===== src/rtl/ef_spi_slave_pkg.sv =====
// Shared definitions for the SPI slave: controller state encoding, frame width and underrun fill byte.
package ef_spi_slave_pkg;

    typedef enum logic {
        IDLE   = 1'b0,
        ACTIVE = 1'b1
    } spi_state_t;

    localparam int unsigned FRAME_W = 8;
    localparam int unsigned BIT_W   = $clog2(FRAME_W);

    localparam logic [FRAME_W-1:0] UNDERRUN_FILL = 8'h00;

endpackage


===== src/rtl/ef_util_fifo.sv =====
// Synchronous FIFO with first-word fall-through read data and occupancy level.
// Level is AW bits wide, so a completely full FIFO reports level 0 with full=1.
module ef_util_fifo #(
    parameter int DW = 8,
    parameter int AW = 4
) (
    input  logic          clk,
    input  logic          rst,
    input  logic          flush,
    input  logic          wr,
    input  logic [DW-1:0] wdata,
    input  logic          rd,
    output logic [DW-1:0] rdata,
    output logic          empty,
    output logic          full,
    output logic [AW-1:0] level
);

    logic [DW-1:0] mem [2**AW];
    logic [AW-1:0] wptr;
    logic [AW-1:0] rptr;
    logic [AW:0]   count;
    logic          wr_ok;
    logic          rd_ok;

    // Flush takes priority over any push or pop in the same cycle.
    assign wr_ok = wr && !full && !flush;
    assign rd_ok = rd && !empty && !flush;

    always_ff @(posedge clk) begin
        if (rst || flush) begin
            wptr  <= '0;
            rptr  <= '0;
            count <= '0;
        end else begin
            if (wr_ok) wptr <= wptr + 1'b1;
            if (rd_ok) rptr <= rptr + 1'b1;
            case ({wr_ok, rd_ok})
                2'b10:   count <= count + 1'b1;
                2'b01:   count <= count - 1'b1;
                default: count <= count;
            endcase
        end
    end

    always_ff @(posedge clk) begin
        if (wr_ok) mem[wptr] <= wdata;
    end

    assign rdata = mem[rptr];
    assign empty = (count == '0);
    assign full  = count[AW];
    assign level = count[AW-1:0];

endmodule


===== src/rtl/ef_spi_slave.sv =====
// SPI slave bus engine: synchronized bus inputs, 8-bit MSB-first frames in all four modes,
// TX/RX FIFOs with status, sticky underrun/overrun flags.
module ef_spi_slave
    import ef_spi_slave_pkg::*;
#(
    parameter int FAW  = 4,
    parameter int SYNC = 2
) (
    input  logic           clk,
    input  logic           rst,
    input  logic           enable,
    input  logic           CPOL,
    input  logic           CPHA,
    input  logic           wr,
    input  logic [7:0]     datai,
    input  logic           rd,
    output logic [7:0]     datao,
    input  logic           rx_flush,
    input  logic           tx_flush,
    input  logic [FAW-1:0] rx_threshold,
    input  logic [FAW-1:0] tx_threshold,
    output logic           rx_empty,
    output logic           rx_full,
    output logic           rx_level_above,
    output logic           tx_empty,
    output logic           tx_full,
    output logic           tx_level_below,
    output logic [FAW-1:0] rx_level,
    output logic [FAW-1:0] tx_level,
    output logic           busy,
    output logic           done,
    output logic           rx_overrun,
    output logic           tx_underrun,
    input  logic           err_clr,
    input  logic           sclk,
    input  logic           mosi,
    input  logic           csb,
    output logic           miso,
    output logic           miso_oe
);

    localparam logic [BIT_W-1:0] LAST_BIT = BIT_W'(FRAME_W - 1);

    logic [SYNC-1:0]    sclk_sync;
    logic [SYNC-1:0]    mosi_sync;
    logic [SYNC-1:0]    csb_sync;
    logic               sclk_s;
    logic               mosi_s;
    logic               csb_s;
    logic               sclk_d;
    logic               csb_d;
    logic               csb_fall;

    spi_state_t         state;
    spi_state_t         state_nx;
    logic               cpol_r;
    logic               cpha_r;
    logic               run;
    logic               lead;
    logic               trail;
    logic               load;
    logic               shift;
    logic               sample;
    logic               byte_done;

    logic [BIT_W-1:0]   bit_cnt;
    logic [FRAME_W-1:0] tx_sh;
    logic [FRAME_W-1:0] rx_sh;
    logic [FRAME_W-1:0] rx_byte;
    logic               rx_push;

    logic [7:0]         tx_rdata;
    logic               tx_avail;
    logic               tx_pop;

    // Synchronizer chains shift in at bit 0; the width cast keeps the newest SYNC samples.
    always_ff @(posedge clk) begin
        if (rst) begin
            sclk_sync <= '0;
            mosi_sync <= '0;
            csb_sync  <= '1;
            sclk_d    <= 1'b0;
            csb_d     <= 1'b1;
        end else begin
            sclk_sync <= SYNC'({sclk_sync, sclk});
            mosi_sync <= SYNC'({mosi_sync, mosi});
            csb_sync  <= SYNC'({csb_sync, csb});
            sclk_d    <= sclk_s;
            csb_d     <= csb_s;
        end
    end

    assign sclk_s   = sclk_sync[SYNC-1];
    assign mosi_s   = mosi_sync[SYNC-1];
    assign csb_s    = csb_sync[SYNC-1];
    assign csb_fall = csb_d && !csb_s;

    always_ff @(posedge clk) begin
        if (rst) state <= IDLE;
        else     state <= state_nx;
    end

    always_comb begin
        state_nx  = state;
        load      = 1'b0;
        shift     = 1'b0;
        sample    = 1'b0;
        byte_done = 1'b0;
        run       = (state == ACTIVE) && !csb_s && enable;
        lead      = (sclk_d == cpol_r) && (sclk_s != cpol_r);
        trail     = (sclk_d != cpol_r) && (sclk_s == cpol_r);
        case (state)
            IDLE: begin
                if (csb_fall && enable) begin
                    state_nx = ACTIVE;
                    load     = !CPHA;
                end
            end
            ACTIVE: begin
                if (!run) begin
                    state_nx = IDLE;
                end else begin
                    // bit_cnt==0 on a drive edge means a byte boundary: load instead of shifting.
                    if (cpha_r) begin
                        sample = trail;
                        load   = lead && (bit_cnt == '0);
                        shift  = lead && (bit_cnt != '0);
                    end else begin
                        sample = lead;
                        load   = trail && (bit_cnt == '0);
                        shift  = trail && (bit_cnt != '0);
                    end
                    byte_done = sample && (bit_cnt == LAST_BIT);
                end
            end
            default: state_nx = IDLE;
        endcase
    end

    assign tx_avail = !tx_empty && !tx_flush;
    assign tx_pop   = load && tx_avail;

    always_ff @(posedge clk) begin
        if (rst) begin
            cpol_r      <= 1'b0;
            cpha_r      <= 1'b0;
            bit_cnt     <= '0;
            tx_sh       <= '0;
            rx_sh       <= '0;
            rx_byte     <= '0;
            rx_push     <= 1'b0;
            done        <= 1'b0;
            tx_underrun <= 1'b0;
            rx_overrun  <= 1'b0;
        end else begin
            if (state == IDLE) begin
                cpol_r <= CPOL;
                cpha_r <= CPHA;
            end
            if (!run)        bit_cnt <= '0;
            else if (sample) bit_cnt <= bit_cnt + 1'b1;
            if (sample) rx_sh <= {rx_sh[FRAME_W-2:0], mosi_s};
            if (load)       tx_sh <= tx_avail ? tx_rdata : UNDERRUN_FILL;
            else if (shift) tx_sh <= {tx_sh[FRAME_W-2:0], 1'b0};
            done    <= byte_done;
            rx_push <= byte_done;
            if (byte_done) rx_byte <= {rx_sh[FRAME_W-2:0], mosi_s};
            if (load && !tx_avail) tx_underrun <= 1'b1;
            else if (err_clr)      tx_underrun <= 1'b0;
            if (rx_push && rx_full) rx_overrun <= 1'b1;
            else if (err_clr)       rx_overrun <= 1'b0;
        end
    end

    ef_util_fifo #(
        .DW(FRAME_W),
        .AW(FAW)
    ) u_rx_fifo (
        .clk  (clk),
        .rst  (rst),
        .flush(rx_flush),
        .wr   (rx_push),
        .wdata(rx_byte),
        .rd   (rd),
        .rdata(datao),
        .empty(rx_empty),
        .full (rx_full),
        .level(rx_level)
    );

    ef_util_fifo #(
        .DW(FRAME_W),
        .AW(FAW)
    ) u_tx_fifo (
        .clk  (clk),
        .rst  (rst),
        .flush(tx_flush),
        .wr   (wr),
        .wdata(datai),
        .rd   (tx_pop),
        .rdata(tx_rdata),
        .empty(tx_empty),
        .full (tx_full),
        .level(tx_level)
    );

    assign busy           = (state == ACTIVE);
    assign miso_oe        = busy;
    assign miso           = busy && tx_sh[FRAME_W-1];
    assign tx_level_below = (tx_level < tx_threshold);
    assign rx_level_above = (rx_level > rx_threshold);

endmodule


===== config.mk =====
export PLATFORM = sky130hd
export DESIGN_NAME = ef_spi_slave
export DESIGN_NICKNAME = d
export VERILOG_FILES = /design/src/rtl/ef_spi_slave_pkg.sv /design/src/rtl/ef_util_fifo.sv /design/src/rtl/ef_spi_slave.sv
export SDC_FILE = /design/constraint.sdc
export NUM_CORES = 1
export LEC_CHECK = 0
export BUFFER_PORTS_ARGS = -buffer_cell sky130_fd_sc_hd__buf_2
export CAP_MARGIN = 30
export CORE_ASPECT_RATIO = 1.5
export CORE_UTILIZATION = 40
export DETAILED_ROUTE_END_ITERATION = 10
export GPL_ROUTABILITY_DRIVEN = 0
export PLACE_DENSITY = 0.69
export SYNTH_ARGS = -nofsm -noshare
export SYNTH_HDL_FRONTEND = slang
export SYNTH_SLANG_ARGS = --single-unit

===== constraint.sdc =====
create_clock -name clk -period 3.15 [get_ports clk]
set_clock_uncertainty 0.2 [all_clocks]
set_input_delay 0.315 -clock clk [delete_from_list [all_inputs] [get_ports clk]]
set_output_delay 0.315 -clock clk [all_outputs]
set_load 0.02 [all_outputs]

## Word-level counts from Yosys, hierarchy flattened

Memories as Yosys holds them, arrays and structs flattened. A register that Yosys moved wholly into a read port is not among the register bits.
Index checks and enable logic that the tools add are counted.

- Add/sub/neg operators: 9
- Magnitude comparators: 2
- Equality and inequality tests: 9
- Mux-type cells: 33
- Bitwise gates (word level): 2
- Reduce and logical (&&, ||, !) cells: 45

Operator list:

| cell | count |
|---|---|
| $logic_and 1x1->1 | 24 |
| $mux 8 | 3 |
| $mux 1 | 22 |
| $pmux 5 s2 | 2 |
| $add 4x1->4 const B | 4 |
| $mux 4 | 4 |
| $add 5x1->5 const B | 2 |
| $logic_not 5->1 | 2 |
| $reduce_bool 2->1 | 5 |
| $sub 5x1->5 const B | 2 |
| $logic_not 1->1 | 9 |
| $eq 2x1->1 const B | 2 |
| $eq 2x2->1 const B | 2 |
| $gt 4x4->1 | 1 |
| $lt 4x4->1 | 1 |
| $pmux 1 s2 | 2 |
| $add 3x1->3 const B | 1 |
| $eq 3x3->1 const B | 1 |
| $logic_not 3->1 | 1 |
| $reduce_bool 3->1 | 1 |
| $eq 1x1->1 | 2 |
| $logic_or 1x1->1 | 2 |
| $ne 1x1->1 | 2 |
| $not 1->1 | 2 |
| $reduce_or 2->1 | 1 |

- Bits in registers: 66
- Memory bits (writable): 256
- Memories kept: 2

Memories:

| name | words | bits a word | rd ports | clocked after memory_dff | write ports | line | RTL |
|---|---|---|---|---|---|---|---|
| u_rx_fifo.mem | 16 | 8 | 1 | 1 | 1 | ef_util_fifo.sv:19 | `logic [DW-1:0] mem [2**AW];` |
| u_tx_fifo.mem | 16 | 8 | 1 | 1 | 1 | ef_util_fifo.sv:19 |  |

## Longest topological paths before layout

Gate-level depths: netlist (run 1).

- Depth in word-level cells: 11
- Gate-level depth with buffers: 15
- Depth with buffers taken out: 14

## Modules after synthesis

Synthesis (run 1) repeated with hierarchy kept, for this count alone.

- Cells, all modules: 810
- Area, all modules: 13725.7 um^2

By module, submodules not included:

| module | times used | cells an instance | area an instance (um^2) | seq. area each (um^2) |
|---|---|---|---|---|
| ef_util_fifo | 2 | 312 | 5982.0 | 4184.0 |
| ef_spi_slave | 1 | 186 | 1761.7 | 800.8 |

## Worst setup path after synthesis (run 1)

Ideal clock, no wire load.

- Kind: reg-to-reg
- From: register state, in the netlist busy
- To: register u_tx_fifo.count[4]
- Library setup time: 0.070 ns
- Arrival time: 3.180 ns
- Required time: 2.880 ns
- Setup slack: -0.300 ns
- Stages on the path, launching flop included: 15
- Period minus slack after synthesis: 3.450 ns
- Cells stage by stage: dfxtp_1 -> buf_6 -> nor4b_4 -> nand2_2 -> o32a_4 -> inv_1 -> ha_1 -> clkbuf_1 -> xor2_1 -> ha_1 -> a21o_1 -> a22oi_1 -> o221a_2 -> or3_1 -> a21oi_1

- Longest elaborated chain between the ends: 9
- Elaborated cells on any way between the ends: 12

RTL lines:

| element | line | RTL |
|---|---|---|
| start: declaration | ef_spi_slave.sv:54 | `spi_state_t state;` |
| start signal: assignment | ef_spi_slave.sv:100 | `else state <= state_nx;` |
| $logic_and 1x1->1 (2 in a row) | ef_spi_slave.sv:109 | `run = (state == ACTIVE) && !csb_s && enable;` |
| $mux 1 | ef_spi_slave.sv:120 | `if (!run) begin` |
| $pmux 1 s2 (*) | ef_spi_slave.sv:112 | `case (state)` |
| $logic_and 1x1->1 (*) | ef_spi_slave.sv:141 | `assign tx_pop = load && tx_avail;` |
| $logic_and 1x1->1 (*) (2 in a row) | ef_util_fifo.sv:28 | `assign rd_ok = rd && !empty && !flush;` |
| $eq 2x1->1 or $eq 2x2->1 (tied branches) | ef_util_fifo.sv:38 | `case ({wr_ok, rd_ok})` |
| $pmux 5 s2 or $reduce_bool 2->1 (tied branches) | - |  |
| end signal: assignment | ef_util_fifo.sv:39 | `2'b10: count <= count + 1'b1;` |
| end signal: assignment | ef_util_fifo.sv:40 | `2'b01: count <= count - 1'b1;` |
| end signal: assignment | ef_util_fifo.sv:41 | `default: count <= count;` |
| end: declaration | ef_util_fifo.sv:22 | `logic [AW:0] count;` |

Every way passes the cells marked *; elsewhere a longest branch is shown, timed or not.
A chain may end at the register's enable or synchronous reset.

## Worst setup path after layout (run 1)

- From: register u_rx_fifo.count[1]
- To: register u_rx_fifo.count[4]

- Longest elaborated chain between the ends: 6
- Elaborated cells on any way between the ends: 10

RTL lines:

| element | line | RTL |
|---|---|---|
| start: declaration | ef_util_fifo.sv:22 |  |
| start signal: assignment | ef_util_fifo.sv:39 |  |
| start signal: assignment | ef_util_fifo.sv:40 |  |
| start signal: assignment | ef_util_fifo.sv:41 |  |
| $logic_not 5->1 | ef_util_fifo.sv:51 | `assign empty = (count == '0);` |
| $logic_not 1->1 | ef_util_fifo.sv:28 |  |
| $logic_and 1x1->1 (2 in a row) | ef_util_fifo.sv:28 |  |
| $eq 2x1->1 or $eq 2x2->1 (tied branches) | ef_util_fifo.sv:38 |  |
| $pmux 5 s2 or $reduce_bool 2->1 (tied branches) | - |  |

Several ways; a longest one is shown, not always the timed one.

==> run_results.csv, run 1 <==
group,metric,value,unit
power_and_ir_drop,p_leak,5.57,nW
worst_hold_path,hold_depth,4,
synthesis,syn-num-nets,861,
route,ant_nets,0,
finish,fin_area,15400,um^2
worst_setup_path,slowest_delay,0.58,ns
synthesis,synth_area,13300,um^2
power_and_ir_drop,powerDensity,542,nW/um^2
finish,nets,965,
timing,max_slew_margin,49.7,%
clock_tree,cts_sinks,330,
place,place_hpwl,17800,um
finish,n_fill_cell,2744,
worst_setup_path,crit_path_max_fanout,4,
worst_setup_path,critPathTopFamily,"simple AND/OR/NAND/NOR gates",
grt,grt_pass1_wl,40000,um
worst_setup_path,r2r_start,"u_rx_fifo.count[1]",
route,wl,25600,um
synthesis,syn_inst,804,
timing,setup_viol,0,
worst_hold_path,hold_class,"in2reg",
synthesis,synth-async-reset-ratio,0,%
worst_setup_path,end_kind,"flip-flop",
worst_setup_path,crit_buf_inv,0,
finish,drive_above_1_share,24.9,%
timing,final_hold_viol_count,0,
finish,syn2layout_area_growth,16.1,%
worst_setup_path,path_cells,"or4_1, o211a_1, ha_1, ha_1, nor2b_2, o21ai_1, a21oi_1, or4_1, a21oi_1",
worst_setup_path,startpoint_type,"flip-flop",
clock_tree,clk-insertion-delay-late,0.56,ns
floorplanning,die_h,225,um
grt,antenna_found_initial,1,
grt,first_global_vias,7278,
finish,seq_area,9180,um^2
clock_tree,cts_inserted_buffers,30,
route,vias,6975,
place,numPortBuffers,56,
floorplanning,core-area,32600,um^2
grt,use_met1,16.2,%
clock_tree,clk_pin_slew,0.06,ns
clock_tree,cts_max_level,1,
synthesis,synth_edf_count,256,
worst_setup_path,cp.arrival,3.31,ns
grt,grt.busiest_layer,"met2",
synthesis,synth-seq-cells,330,
floorplanning,start_util,40.7,%
floorplanning,design.die.area,33900,um^2
synthesis,yosysSeqAreaShare,69.0,%
worst_setup_path,slowest_stage,"or4_1",
outcome,status,"finished clean",
clock_tree,cts-root-buf,"clkbuf_16",
finish,multi_input_area,3860,um^2
timing,period_needed,3.03,ns
route,dr.pass1.iters,5,
power_and_ir_drop,peakVddDrop,0.488,mV
place,postPlaceCellArea,14200,um^2
clock_tree,cts_buffer_depth,3,
floorplanning,rows,81,
synthesis,yosysUniqueCellTypes,50,
timing,fmax,0.330,GHz
route,routedWlPerCell,19.0,um
floorplanning,die_w,151,um
worst_hold_path,worstHoldStart,"rd",
worst_setup_path,cp.required,3.44,ns
route,viasPerCell,5.17,
floorplanning,pin_count,57,
grt,gr-total-overflow,0,
worst_setup_path,r2r_setup_slack,0.12,ns
grt,grt_max_degree,33,
route,drtIter0Drc,356,
job,max-cap-violations,0,
timing,tightest_slew,0.755,ns
synthesis,avgSynthCellArea,16.5,um^2
clock_tree,tritoncts,"built",
grt,use_met3,2.39,%
synthesis,synthFlopType,"edfxtp_1",
grt,grt_use_met2,31.0,%
worst_setup_path,ff2ff_path_depth,9,
worst_setup_path,r2r-end,"u_rx_fifo.count[4]",
worst_setup_path,critPathKind,"reg2reg",
timing,drv_slew,0,
route,drc_errors,0,
grt,grt_use_total,15.5,%
power_and_ir_drop,p_total,0.00835,W
synthesis,ys_warn_count,0,
timing,fin_crit_sh,96.1,%
## where the power goes
part | total (W) | internal (W) | leakage (nW) | switching (W)
Sequential | 0.00467 | 0.00467 | 3.24 | 0.00000734
Combinational | 0.000154 | 0.0000671 | 1.84 | 0.0000873
Clock | 0.00353 | 0.00200 | 0.488 | 0.00153
## synth_stat cells, types with 2 or more instances
library cell	n	share of area [%]
inv_1	22	0.62
xnor2_1	5	0.33
and3_1	3	0.14
nor2b_1	11	0.52
or2_2	5	0.24
nor2_1	65	1.8
mux4_2	72	12
nand4_1	3	0.14
o21ai_0	16	0.60
xor2_1	13	0.86
or3_1	4	0.19
nand3_1	11	0.41
nor3_1	8	0.30
buf_2	9	0.34
clkbuf_1	25	0.71
nor3b_1	2	0.11
nand2_1	21	0.59
buf_6	2	0.17
and2_1	27	1.3
edfxtp_1	256	58
nand2b_1	11	0.52
nand3b_1	2	0.11
mux2i_1	15	1.1
buf_1	6	0.17
o22ai_1	14	0.66
a21o_1	4	0.23
ha_1	27	2.5
a22o_1	17	1.1
or4_1	2	0.11
a21oi_1	33	1.2
dfxtp_1	74	11
## worst max-delay path by stage
stage                       start                 end  slack (ns)  cells after the start
2_1_floorplan                busy  u_tx_fifo.count[4]       -0.13                     14
3_3_place_gp                 CPHA  u_tx_fifo.count[4]        0.18                     13
3_5_place_dp   u_rx_fifo.count[1]  u_rx_fifo.count[4]        0.11                      9
4_1_cts                      CPHA  u_tx_fifo.count[4]        0.07                     14
5_1_grt        u_rx_fifo.count[1]  u_rx_fifo.count[4]       -0.02                      9
6_report       u_rx_fifo.count[1]  u_rx_fifo.count[4]        0.12                      9
## registers in the layout, summed over array words and instances, names as in the netlist, 5 cells and up, named ones only
name             cells
u_rx_fifo.mem      128
u_tx_fifo.mem      128
rx_byte              8
rx_sh                7
u_rx_fifo.count      5
tx_sh                8
u_tx_fifo.count      5
## cell families after synthesis
family,share of synthesized area [%]
adder cells (fa/ha/maj),2.69
buffers and inverters,2.06
XOR/XNOR,1.19
flip-flops,69.0
AO/OA/AOI/OAI,4.55
multiplexers,13.4
AND/OR/NAND/NOR,7.04
## tightest hold or removal path, cell delays in order
cell and delay, ns:
buf_2 0.12, o21ai_0 0.14, xor2_1 0.10, nor2_1 0.07
## area by class of cell
cell class | instances | area share [%]
multi-input combinational | 409 | 25.0
timing repair buffer | 115 | 5.21
clock inverter | 15 | 0.535
inverter | 22 | 0.535
clock buffer | 41 | 5.82
antenna | 1 | 0.0162
sequential | 330 | 59.5
tap | 415 | 3.37
## timing repair
item / CTS / global route
buffers inserted: 0 / 3
hold endpoints to repair: 141 / 0
resized for setup: 0 / 4
setup endpoints to repair: 0 / 2
hold buffers: 21 / 0
## routing by layer
layer  share of wire, %  up-vias  routed length, um
met3                3.7       43                948
li1                   -     3300                  -
met4                2.5        0                634
met5                  0        -                  0
met2                 58      124              14900
met1                 35     3508               9060
## metrics by stage
stage | hold slack [ns] | TNS (ns) | worst slack (ns) | util [%] | std cells
2_1_floorplan | 0.189 | -0.125 | -0.125 | - | 804
3_3_place_gp | 0.228 | 0 | 0.179 | 43.5 | 1268
3_5_place_dp | 0.233 | 0 | 0.109 | 43.5 | 1268
4_1_cts | 0.0287 | 0 | 0.0678 | 47.2 | 1345
5_1_grt | 0.0755 | -0.0152 | -0.0152 | 47.3 | 1348
6_report | 0.0338 | 0 | 0.123 | 47.3 | 1348
## cells in the final DEF (no fill, tap or decap), types with 13 or more instances in the layout
| cell type | synthesis | final |
|---|---|---|
| xor2_1 | 13 | 13 |
| buf_4 | 1 | 37 |
| nor2_1 | 65 | 65 |
| buf_2 | 9 | 55 |
| dfxtp_1 | 74 | 71 |
| dlygate4sd3_1 | 0 | 21 |
| o21ai_0 | 16 | 15 |
| nand2_1 | 21 | 21 |
| mux4_2 | 72 | 72 |
| mux2i_1 | 15 | 15 |
| edfxtp_1 | 256 | 256 |
| a22o_1 | 17 | 17 |
| o22ai_1 | 14 | 14 |
| inv_1 | 22 | 21 |
| and2_1 | 27 | 27 |
| ha_1 | 27 | 25 |
| clkbuf_16 | 0 | 33 |
| a21oi_1 | 33 | 32 |
No activity file was read; power rests on OpenSTA's default activity.
==> inputs of run 2 (changes only) <==
Settings changed: PLACE_DENSITY 0.69 to 0.61.
==> run_results.csv, run 2 (same netlist as run 1, synthesis figures left out) <==
group,metric,value,unit
power_and_ir_drop,p_sw_share,19.7,%
timing,final_hold_viol_count,0,
floorplanning,core-area,32600,um^2
place,place_hpwl,18100,um
timing,tns,0,ns
worst_setup_path,end_kind,"output pin",
route,drc_errors,0,
clock_tree,tritoncts,"built",
clock_tree,clk-insertion-delay-late,0.57,ns
worst_setup_path,r2r_setup_slack,0.15,ns
floorplanning,rows,81,
power_and_ir_drop,clock_power_share,42.8,%
power_and_ir_drop,powerDensity,546,nW/um^2
finish,reg_top3,"u_rx_fifo.mem: 128 flops, u_tx_fifo.mem: 128 flops",
grt,first_global_vias,7154,
floorplanning,pin_count,57,
floorplanning,die_w,151,um
timing,drv_slew,0,
timing,setup_viol,0,
timing,period_needed,3.01,ns
route,wl,26300,um
place,numPortBuffers,56,
power_and_ir_drop,peakVddDrop,0.420,mV
clock_tree,cts_inserted_buffers,31,
route,vias,6954,
worst_hold_path,hold_class,"in2reg",
clock_tree,cts-root-buf,"clkbuf_16",
power_and_ir_drop,p_sw,0.00166,W
worst_setup_path,cp.required,2.63,ns
worst_setup_path,startpoint_type,"flip-flop",
job,max-cap-violations,0,
timing,rsz0062_at_grt,"no",
grt,grt_max_degree,33,
place,post-place-ws,0.0513,ns
grt,antenna_found_initial,0,
timing,setup_ws,0.138,ns
power_and_ir_drop,intPower,0.00678,W
route,drtIter0Drc,258,
clock_tree,cts_sinks,330,
timing,max_slew_margin,55.8,%
power_and_ir_drop,pwr-share-seq,55.4,%
power_and_ir_drop,combPwrFrac,1.9,%
floorplanning,die_h,225,um
clock_tree,clk_pin_slew,0.06,ns
clock_tree,cts_max_level,1,
route,ant_nets,0,
finish,layout.cells.most_common,"edfxtp_1",
floorplanning,design.die.area,33900,um^2
grt,gr-total-overflow,0,
floorplanning,start_util,40.7,%
outcome,status,"finished clean",
timing,fmax,0.332,GHz
route,routedWlPerCell,19.5,um
route,viasPerCell,5.15,
worst_setup_path,critPathKind,"reg2out",
worst_setup_path,crit_path_max_fanout,20,
grt,grt_pass1_wl,40300,um
grt,grt_use_total,16.0,%
route,dr.pass1.iters,4,
timing,tightest_slew,0.663,ns
finish,drive_above_1_share,25.0,%
timing,fin_crit_sh,95.6,%
finish,syn2layout_area_growth,16.4,%
finish,nets,969,
clock_tree,cts_buffer_depth,3,
worst_setup_path,cp.arrival,2.50,ns
finish,layout_common_cells,"edfxtp_1 (256), mux4_2 (72), dfxtp_1 (71), nor2_1 (65), buf_2 (55)",
power_and_ir_drop,p_leak,5.56,nW
finish,n_fill_cell,2848,
==> run 2: cell type report <==
cell class / instances / area (um^2) / share of cell area, %
repair buffers: 118 / 830 / 5.37
clock inverters: 20 / 184 / 1.19
diodes: 1 / 2.50 / 0.0162
multi-input cells: 409 / 3870 / 25.0
clock buffers: 36 / 795 / 5.14
well taps: 415 / 519 / 3.36
inverters: 22 / 82.6 / 0.534
flip-flops and latches: 330 / 9180 / 59.4
==> run 2: critical path: stages (launching register included) <==
cell and delay (ns):
dfxtp_4 0.46, buf_12 0.24, mux4_2 0.55, mux4_2 0.50
buf_2 0.18
==> run 2: worst paths after layout <==
kind	from	to	depth (start not counted)
setup reg to reg	busy	u_tx_fifo.count[4]	13
hold / removal	rd	flip-flop	4
setup / recovery	flip-flop	datao[6]	4
hold reg to reg	csb_sync[0]	csb_sync[1]	1
==> run 2: routing by layer <==
layer	routed length, um	track usage [%]	share of wire [%]
met1	9900	17.0	38
met2	15100	31.5	57
met3	722	2.25	2.7
met4	573	5.03	2.2
met5	0	0	0
==> run 2: power by group through the flow <==
| stage | Combinational [W] | Clock, W | Sequential, W |
|---|---|---|---|
| floorplan | 0.0000664 | 0 | 0.00477 |
| global placement | 0.000137 | 0 | 0.00477 |
| detailed placement | 0.000140 | 0 | 0.00477 |
| CTS | 0.000161 | 0.00371 | 0.00467 |
| global route | 0.000175 | 0.00384 | 0.00467 |
| finish | 0.000160 | 0.00361 | 0.00467 |
==> run 2: repair_timing <==
action | 4_1_cts | 5_1_grt
hold buffers | 21 | 0
gates resized for setup | 1 | 6
pin swaps | 0 | 1
setup endpoints to repair | 3 | 2
endpoints found under the hold margin | 138 | 0
buffers inserted | 0 | 3
==> run 2: through the flow <==
| stage | hold slack, ns | instances | power [W] | area [um^2] | utilization, % |
|---|---|---|---|---|---|
| after global placement | 0.198 | 1271 | 0.00491 | 14200 | 43.6 |
| final | 0.0303 | 1351 | 0.00845 | 15500 | 47.4 |
| after detailed placement | 0.200 | 1271 | 0.00491 | 14200 | 43.6 |
| after floorplan | 0.189 | 804 | 0.00484 | 13300 | - |
| after global routing | 0.0711 | 1350 | 0.00869 | 15500 | 47.4 |
| after CTS | 0.0101 | 1348 | 0.00854 | 15400 | 47.2 |
==> inputs of run 3 (changes only) <==
Settings changed: HOLD_SLACK_MARGIN set to 0.08, PLACE_DENSITY 0.61 to 0.56.
==> run_results.csv, run 3 (same netlist as run 1, synthesis figures left out) <==
group,metric,value,unit
outcome,status,"finished clean",
worst_hold_path,hold_class,"reg2reg",
place,post-place-ws,0.0373,ns
worst_setup_path,cp.required,3.46,ns
clock_tree,cts-root-buf,"clkbuf_16",
clock_tree,clk_pin_slew,0.06,ns
timing,holdWs,0.215,ns
clock_tree,cts_buffer_depth,3,
timing,fin_crit_sh,96.6,%
route,ant_nets,0,
place,numPortBuffers,56,
finish,syn2layout_area_growth,17.2,%
grt,grt_use_total,16.5,%
power_and_ir_drop,p_leak,5.62,nW
worst_setup_path,crit_path_max_fanout,7,
timing,setup_viol,0,
grt,antenna_found_initial,0,
route,drc_errors,0,
worst_setup_path,slowest_stage,"dlygate4sd3_1",
finish,reg_top3,"u_rx_fifo.mem: 128 flops, u_tx_fifo.mem: 128 flops",
clock_tree,cts_sinks,330,
finish,fin_area,15600,um^2
worst_setup_path,cp.arrival,3.35,ns
grt,gr-total-overflow,0,
finish,layout.cells.most_common,"edfxtp_1",
clock_tree,clk-insertion-delay-late,0.57,ns
timing,tightest_slew,0.814,ns
worst_setup_path,ff2ff_path_depth,13,
worst_setup_path,critPathKind,"in2reg",
clock_tree,cts_max_level,1,
floorplanning,pin_count,57,
worst_setup_path,slowest_delay,0.53,ns
grt,first_global_vias,7453,
worst_setup_path,end_kind,"flip-flop",
timing,setup_ws,0.107,ns
timing,rsz0062_at_grt,"no",
clock_tree,tritoncts,"built",
timing,final_hold_viol_count,0,
finish,nets,977,
grt,grt_pass1_wl,41700,um
timing,max_slew_margin,45.6,%
floorplanning,die_h,225,um
job,max-cap-violations,0,
clock_tree,cts_inserted_buffers,30,
finish,layout_common_cells,"edfxtp_1 (256), mux4_2 (72), dfxtp_1 (71), nor2_1 (65), buf_2 (56)",
floorplanning,die_w,151,um
timing,tns,0,ns
grt,grt_max_degree,33,
place,postPlaceCellArea,14300,um^2
route,viasPerCell,5.16,
route,drtIter0Drc,266,
worst_setup_path,startpoint_type,"input pin",
floorplanning,core-area,32600,um^2
finish,diodes,0,
floorplanning,start_util,40.7,%
timing,drv_slew,0,
finish,drive_above_1_share,25.2,%
power_and_ir_drop,powerDensity,543,nW/um^2
worst_hold_path,hold_depth,1,
worst_setup_path,path_cells,"dlygate4sd3_1, buf_2, nor4b_4, buf_6, nand2_2, o32a_4, inv_2, ha_4, xor2_2, ha_2, a21o_1, a22oi_1, o221a_2, or3_1, a21oi_2",
timing,period_needed,3.04,ns
power_and_ir_drop,p_total,0.00845,W
timing,fmax,0.329,GHz
route,vias,7016,
route,routedWlPerCell,19.7,um
place,place_hpwl,19300,um
route,dr.pass1.iters,4,
floorplanning,design.die.area,33900,um^2
route,wl,26800,um
power_and_ir_drop,peakVddDrop,0.515,mV
floorplanning,rows,81,
run 3: cell types whose count changed in the layout (fill, tap and decap cells not counted), moves of 2 or more:
cell,previous run,this run
clkinvlp_4,4,1
dlygate4sd3_1,21,25
clkbuf_8,0,2
clkinv_1,7,3
buf_12,2,4
clkbuf_1,5,12
buf_4,39,41
run 3: stage by stage:
step	std cells	utilization, %
after floorplan	804	-
after global placement	1276	43.8
after detailed placement	1276	43.8
after CTS	1357	47.6
after global routing	1359	47.7
final	1359	47.7
run 3: path summary, 6_finish.rpt:
path	startpoint	to	slack, ns
worst max-delay path	CPHA	u_tx_fifo.count[4]	0.11
worst min-delay path	csb_sync[0]	csb_sync[1]	0.21
worst max register to register	busy	u_tx_fifo.count[4]	0.18
worst min register to register	csb_sync[0]	csb_sync[1]	0.21
run 3: worst max-delay path: cells and delay by family:
family	cells	cell delay, ns
fa+ha+maj	2	0.33
buf+inv	4	0.93
xor+xnor	1	0.13
simple gates	3	0.65
compound gates	5	1.00
run 3: routing by layer:
metal  GRT usage, %  up-vias  wire, um
met5              0        -         0
met4           5.81        0       793
met3           2.47       48       837
met2           33.5       90     15800
met1           16.2     3559      9360
li1               -     3319         -
run 3: what timing repair did:
action | in CTS | in global routing
gates resized for setup | 1 | 7
pin swaps | 0 | 1
buffers inserted | 0 | 2
hold buffers | 25 | 0
endpoints found under the setup margin | 3 | 2
endpoints found under the hold margin | 156 | 0
run 3: cell type report:
| type | instances | area [um^2] |
|---|---|---|
| tap | 415 | 519 |
| fill | 2811 | 17100 |
| inverter | 22 | 82.6 |
| sequential | 330 | 9180 |
| clock buffer | 45 | 848 |
| multi-input combinational | 409 | 3880 |
| timing repair buffer | 127 | 930 |
| clock inverter | 11 | 129 |
run 3: power by group:
part / internal (W) / switching (W)
sequential: 0.00467 / 0.00000787
clock: 0.00210 / 0.00153
combinational: 0.0000696 / 0.0000869
total: 0.00683 / 0.00162
